===== src/rtl/pipe_pkg.sv =====
// Shared constants for pipeline-stage registers: state encodings and default datapath width.
package pipe_pkg;
  localparam int XLEN = 32;

  // The state is the pair {skid_valid, main_valid}.
  localparam logic [1:0] ST_EMPTY = 2'b00;
  localparam logic [1:0] ST_BUSY  = 2'b01;
  localparam logic [1:0] ST_FULL  = 2'b11;

  function automatic logic [1:0] occ_of(input logic [1:0] st);
    return {1'b0, st[1]} + {1'b0, st[0]};
  endfunction
endpackage


===== src/rtl/pipe_data_reg.sv =====
// Payload register with load enable and a synchronous active-low reset to a programmable value.
module pipe_data_reg #(
  parameter int               WIDTH     = 32,
  parameter logic [WIDTH-1:0] RESET_VAL = '0
) (
  input  logic             clk,
  input  logic             reset,
  input  logic             en,
  input  logic [WIDTH-1:0] d,
  output logic [WIDTH-1:0] q
);
  always_ff @(posedge clk) begin
    if (!reset)  q <= RESET_VAL;
    else if (en) q <= d;
  end
endmodule


===== src/rtl/pipe_stage_reg.sv =====
// Pipeline-stage register with valid/ready handshake and a 2-entry skid buffer.
// in_ready is taken straight from a flop, so no ready path crosses stages combinationally.
module pipe_stage_reg
  import pipe_pkg::*;
#(
  parameter int               WIDTH     = XLEN,
  parameter logic [WIDTH-1:0] RESET_VAL = '0
) (
  input  logic             clk,
  input  logic             reset,
  input  logic             flush,
  input  logic             in_valid,
  output logic             in_ready,
  input  logic [WIDTH-1:0] in_data,
  output logic             out_valid,
  input  logic             out_ready,
  output logic [WIDTH-1:0] out_data,
  output logic [1:0]       occupancy
);
  logic [1:0]       st_q, st_d;
  logic [1:0]       occ_q;
  logic             main_en, skid_en;
  logic [WIDTH-1:0] main_d, main_q, skid_q;
  logic             acc_in, acc_out;

  assign in_ready  = ~st_q[1];
  assign out_valid = st_q[0];
  assign out_data  = main_q;
  assign occupancy = occ_q;
  assign acc_in    = in_valid & in_ready;
  assign acc_out   = out_valid & out_ready;

  always_comb begin
    st_d    = st_q;
    main_en = 1'b0;
    skid_en = 1'b0;
    main_d  = in_data;
    unique case (st_q)
      ST_EMPTY: begin
        if (acc_in) begin
          st_d    = ST_BUSY;
          main_en = 1'b1;
        end
      end
      ST_BUSY: begin
        if (acc_in && acc_out) begin
          main_en = 1'b1;
        end else if (acc_in) begin
          st_d    = ST_FULL;
          skid_en = 1'b1;
        end else if (acc_out) begin
          st_d    = ST_EMPTY;
        end
      end
      ST_FULL: begin
        if (acc_out) begin
          st_d    = ST_BUSY;
          main_en = 1'b1;
          main_d  = skid_q;
        end
      end
      default: st_d = ST_EMPTY;
    endcase
    // Flush only kills the valid bits; payload registers keep their contents.
    if (flush) begin
      st_d    = ST_EMPTY;
      main_en = 1'b0;
      skid_en = 1'b0;
    end
  end

  always_ff @(posedge clk) begin
    if (!reset) begin
      st_q  <= ST_EMPTY;
      occ_q <= 2'd0;
    end else begin
      st_q  <= st_d;
      occ_q <= occ_of(st_d);
    end
  end

  pipe_data_reg #(.WIDTH(WIDTH), .RESET_VAL(RESET_VAL)) u_main (
    .clk(clk), .reset(reset), .en(main_en), .d(main_d), .q(main_q)
  );

  pipe_data_reg #(.WIDTH(WIDTH), .RESET_VAL(RESET_VAL)) u_skid (
    .clk(clk), .reset(reset), .en(skid_en), .d(in_data), .q(skid_q)
  );
endmodule


===== config.mk =====
export PLATFORM = sky130hd
export DESIGN_NAME = pipe_stage_reg
export DESIGN_NICKNAME = d
export VERILOG_FILES = /design/src/rtl/pipe_pkg.sv /design/src/rtl/pipe_data_reg.sv /design/src/rtl/pipe_stage_reg.sv
export SDC_FILE = /design/constraint.sdc
export NUM_CORES = 1
export LEC_CHECK = 0
export BUFFER_PORTS_ARGS = -buffer_cell sky130_fd_sc_hd__buf_2
export CAP_MARGIN = 5
export CORE_UTILIZATION = 25
export CTS_CLUSTER_SIZE = 28
export DETAILED_ROUTE_END_ITERATION = 10
export SLEW_MARGIN = 20
export SYNTH_ARGS = -nofsm -noshare
export SYNTH_HDL_FRONTEND = slang
export SYNTH_SLANG_ARGS = --single-unit

===== constraint.sdc =====
create_clock -name clk -period 3.3 [get_ports clk]
set_input_delay 0.66 -clock clk [delete_from_list [all_inputs] [get_ports clk]]
set_output_delay 0.66 -clock clk [all_outputs]
set_load 0.005 [all_outputs]

==> flow_metrics.py <==
metrics = {
    "logic_synthesis": {
        "ys_seq_area_share_pct": 43.9,
        "avgSynthCellArea_um2": 8.70,
        "synth_edf_count": 0,
        "synth_most_common_cell": "dfxtp_1",
        "synth.largest_area_cell": "dfxtp_1",
        "ys_ff_latch": 68,
        "synth.distinct_cells": 22,
        "yosys_warnings": 0,
        "synthTopCellsByArea": "dfxtp_1 44%, a311oi_2 15%, nand2_1 7.9%",
        "synthFlopType": "dfxtp_1",
        "syn_area_mm2": 0.00310,
        "synth_top_area_share_pct": 43.9,
        "ys_top_cells_by_count": "68 x dfxtp_1, 65 x nand2_1, 33 x a21oi_1, 33 x nand3_1, 33 x o21ai_0",
        "synthArstFlopShare_pct": 0,
        "syn_inst": 356,
        "syn_nets": 394,
    },
    "finish": {
        "nets": 445,
        "fill_cells": 1282,
        "n_antenna_cell": 0,
        "syn2layout_area_growth_pct": 25.4,
        "drive_gt1_share_pct": 32.0,
    },
    "pwr": {
        "max-vdd-ir-drop_uv": 229,
        "p_int_mw": 1.60,
        "p_leak_nw": 1.45,
        "pwr-share-seq_pct": 41.6,
        "comb_power_share_pct": 10.1,
        "cellPowerDensity_mw_per_mm2": 539,
        "pwr-share-clk_pct": 48.3,
        "p_sw_share_pct": 23.6,
        "power.switching_uw": 495,
    },
    "setup_path": {
        "path_class": "input pin to register",
        "required_ns": 3.45,
        "start_kind": "input pin",
        "crit_fanout": 32,
        "regToRegSetupSlack_ns": 0.92,
        "r2r_end": "u_main.q[30]$_SDFFE_PN0P_",
        "reg2reg_depth": 3,
        "endpoint_kind": "register",
        "r2r-start": "st_q[1]$_SDFF_PN0_",
        "arrival_ns": 2.55,
    },
    "sta": {
        "max_slew_margin_pct": 34.8,
        "min_period_over_period_pct": 72.7,
        "finalSetupViolCount": 0,
        "min_period_ns": 2.40,
        "drv_slew": 0,
        "fmax_ghz": 0.417,
        "worst_clock_skew_ns": 0.00284,
        "hold_viol_final": 0,
        "rsz0062_at_grt": "no",
        "tns_ns": 0,
        "tightest_slew_ns": 0.978,
        "hold_ws_ns": 0.475,
    },
    "die": {
        "die-area_mm2": 0.0128,
        "row_count": 40,
        "die_w_um": 113,
        "boundaryPins": 73,
        "coreArea_mm2": 0.0121,
        "start_util_pct": 25.7,
        "fp.dieH_um": 113,
    },
    "route": {
        "first_pass_iters": 4,
        "wl_per_cell_um": 16.0,
        "routed_via_density": 5.04,
        "vias": 2924,
        "drc": 0,
        "drt_iter0_markers": 207,
        "drt_wl_total_mm": 9.26,
        "ant_nets": 0,
    },
    "clocking": {
        "htreeDepth": 3,
        "clock-sinks": 68,
        "cts-resized-gates": 0,
        "clk_pin_slew_ns": 0.06,
        "clkLatencyLatePin_ns": 0.32,
        "tritoncts": "yes",
        "post-cts-setup-buffers": 0,
        "hold_buffers": 0,
        "numCtsBuffers": 9,
        "clock-root-buffer": "clkbuf_16",
        "clock_path_buffers": 2,
    },
    "place": {
        "hpwl_mm": 5.92,
        "place.gp.congestion": 0.758,
        "portBuffers": 72,
    },
    "grt": {
        "grt_pass1_vias": 2898,
        "grt_start_max_net_pins": 42,
        "antenna_found_initial": 0,
        "grt-ovfl-total": 0,
        "grt_pass1_wl_mm": 14.8,
        "gr-usage-all-layers_pct": 14.8,
    },
    "min_path": {
        "min_from": "u_skid.q[4]$_SDFFE_PN0P_",
        "hold_path.class": "register to register",
        "hold_depth": 2,
        "holdPathEnd": "u_skid.q[4]$_SDFFE_PN0P_",
    },
    "job": {
        "maxCapViolations": 0,
    },
    "status": {
        "status": "finished clean",
    },
}
==> worst max-delay path: stages <==
cell and delay (ns):
buf_2 0.13, o21ba_1 0.57, and3_2 0.95, a311oi_2 0.22
==> area by class of cell <==
type	count	area, um^2	area share, %
multi-input combinational	241	1530	39.3
timing repair buffer	83	455	11.7
clock buffer	9	225	5.80
clock inverter	7	91.3	2.35
inverter	4	15.0	0.387
sequential	68	1360	35.1
tap	168	210	5.41
==> per-layer routing <==
| layer | share of wire (%) | global-route usage [%] | up-vias |
|---|---|---|---|
| met2 | 49 | 25.9 | 109 |
| met3 | 7.6 | 4.39 | 7 |
| met5 | 0 | 0 | - |
| met4 | 0.63 | 3.95 | 0 |
| li1 | - | - | 1401 |
| met1 | 42 | 17.7 | 1407 |
==> power by group through the flow <==
stage               clock (mW)  combinational, mW  sequential (mW)
floorplan                    0              0.125            0.888
global placement             0              0.206            0.888
detailed placement           0              0.211            0.888
CTS                       1.03              0.212            0.871
global route              1.06              0.231            0.874
finish                    1.01              0.210            0.871
==> kinds of logic after synthesis <==
group / count (synthesis) / share of synthesized area, %
flip-flops: 68 / 43.9
adder cells (fa/ha/maj): 1 / 0.404
buffers and inverters: 47 / 7.35
AND/OR/NAND/NOR: 108 / 15.5
AO/OA/AOI/OAI: 132 / 32.8
==> worst max path at each step <==
stage,start,to,slack [ns],depth (start not counted)
floorplan,reset,u_main.q[10]$_SDFFE_PN0P_,1.63,4
global placement,flush,u_main.q[17]$_SDFFE_PN0P_,0.71,4
detailed placement,flush,u_main.q[6]$_SDFFE_PN0P_,0.61,4
CTS,flush,u_main.q[30]$_SDFFE_PN0P_,0.95,4
global route,st_q[1]$_SDFF_PN0_,u_main.q[10]$_SDFFE_PN0P_,0.79,3
finish,flush,u_main.q[30]$_SDFFE_PN0P_,0.90,4
==> sequential cells by signal (all words and copies together), names as in the netlist <==
register / count
u_main.q: 32
st_q: 2
u_skid.q: 32
occupancy: 2
==> per-stage QoR <==
stage | cell area [um^2] | setup slack, ns | power (mW) | std cells | utilization, %
after floorplan | 3100 | 1.63 | 1.01 | 356 | -
after global placement | 3570 | 0.705 | 1.09 | 564 | 29.6
after detailed placement | 3570 | 0.614 | 1.10 | 564 | 29.6
after CTS | 3880 | 0.946 | 2.11 | 580 | 32.2
after global routing | 3880 | 0.789 | 2.17 | 580 | 32.2
final | 3880 | 0.899 | 2.09 | 580 | 32.2
==> placed cells by master, fill, tap and decap left out <==
cell type,Yosys,final
buf_2,10,72
a211oi_1,1,1
nand4bb_1,1,1
ha_1,1,1
and2_1,3,3
clkbuf_16,0,9
and3_1,2,1
inv_2,0,1
o21ba_1,1,1
buf_12,0,1
bufinv_16,0,2
inv_1,4,3
o21ai_0,33,33
a311oi_2,30,30
nand2_1,65,65
clkinv_2,0,3
clkinvlp_4,0,1
dfxtp_1,68,68
nand3_1,33,33
a311oi_1,2,2
nor2b_1,1,1
and3_2,0,1
a31oi_1,32,32
clkinv_4,0,1
nand2b_1,2,2
buf_4,0,10
nor4bb_4,0,1
a21oi_1,33,33
(Power assumes the default switching activity.)
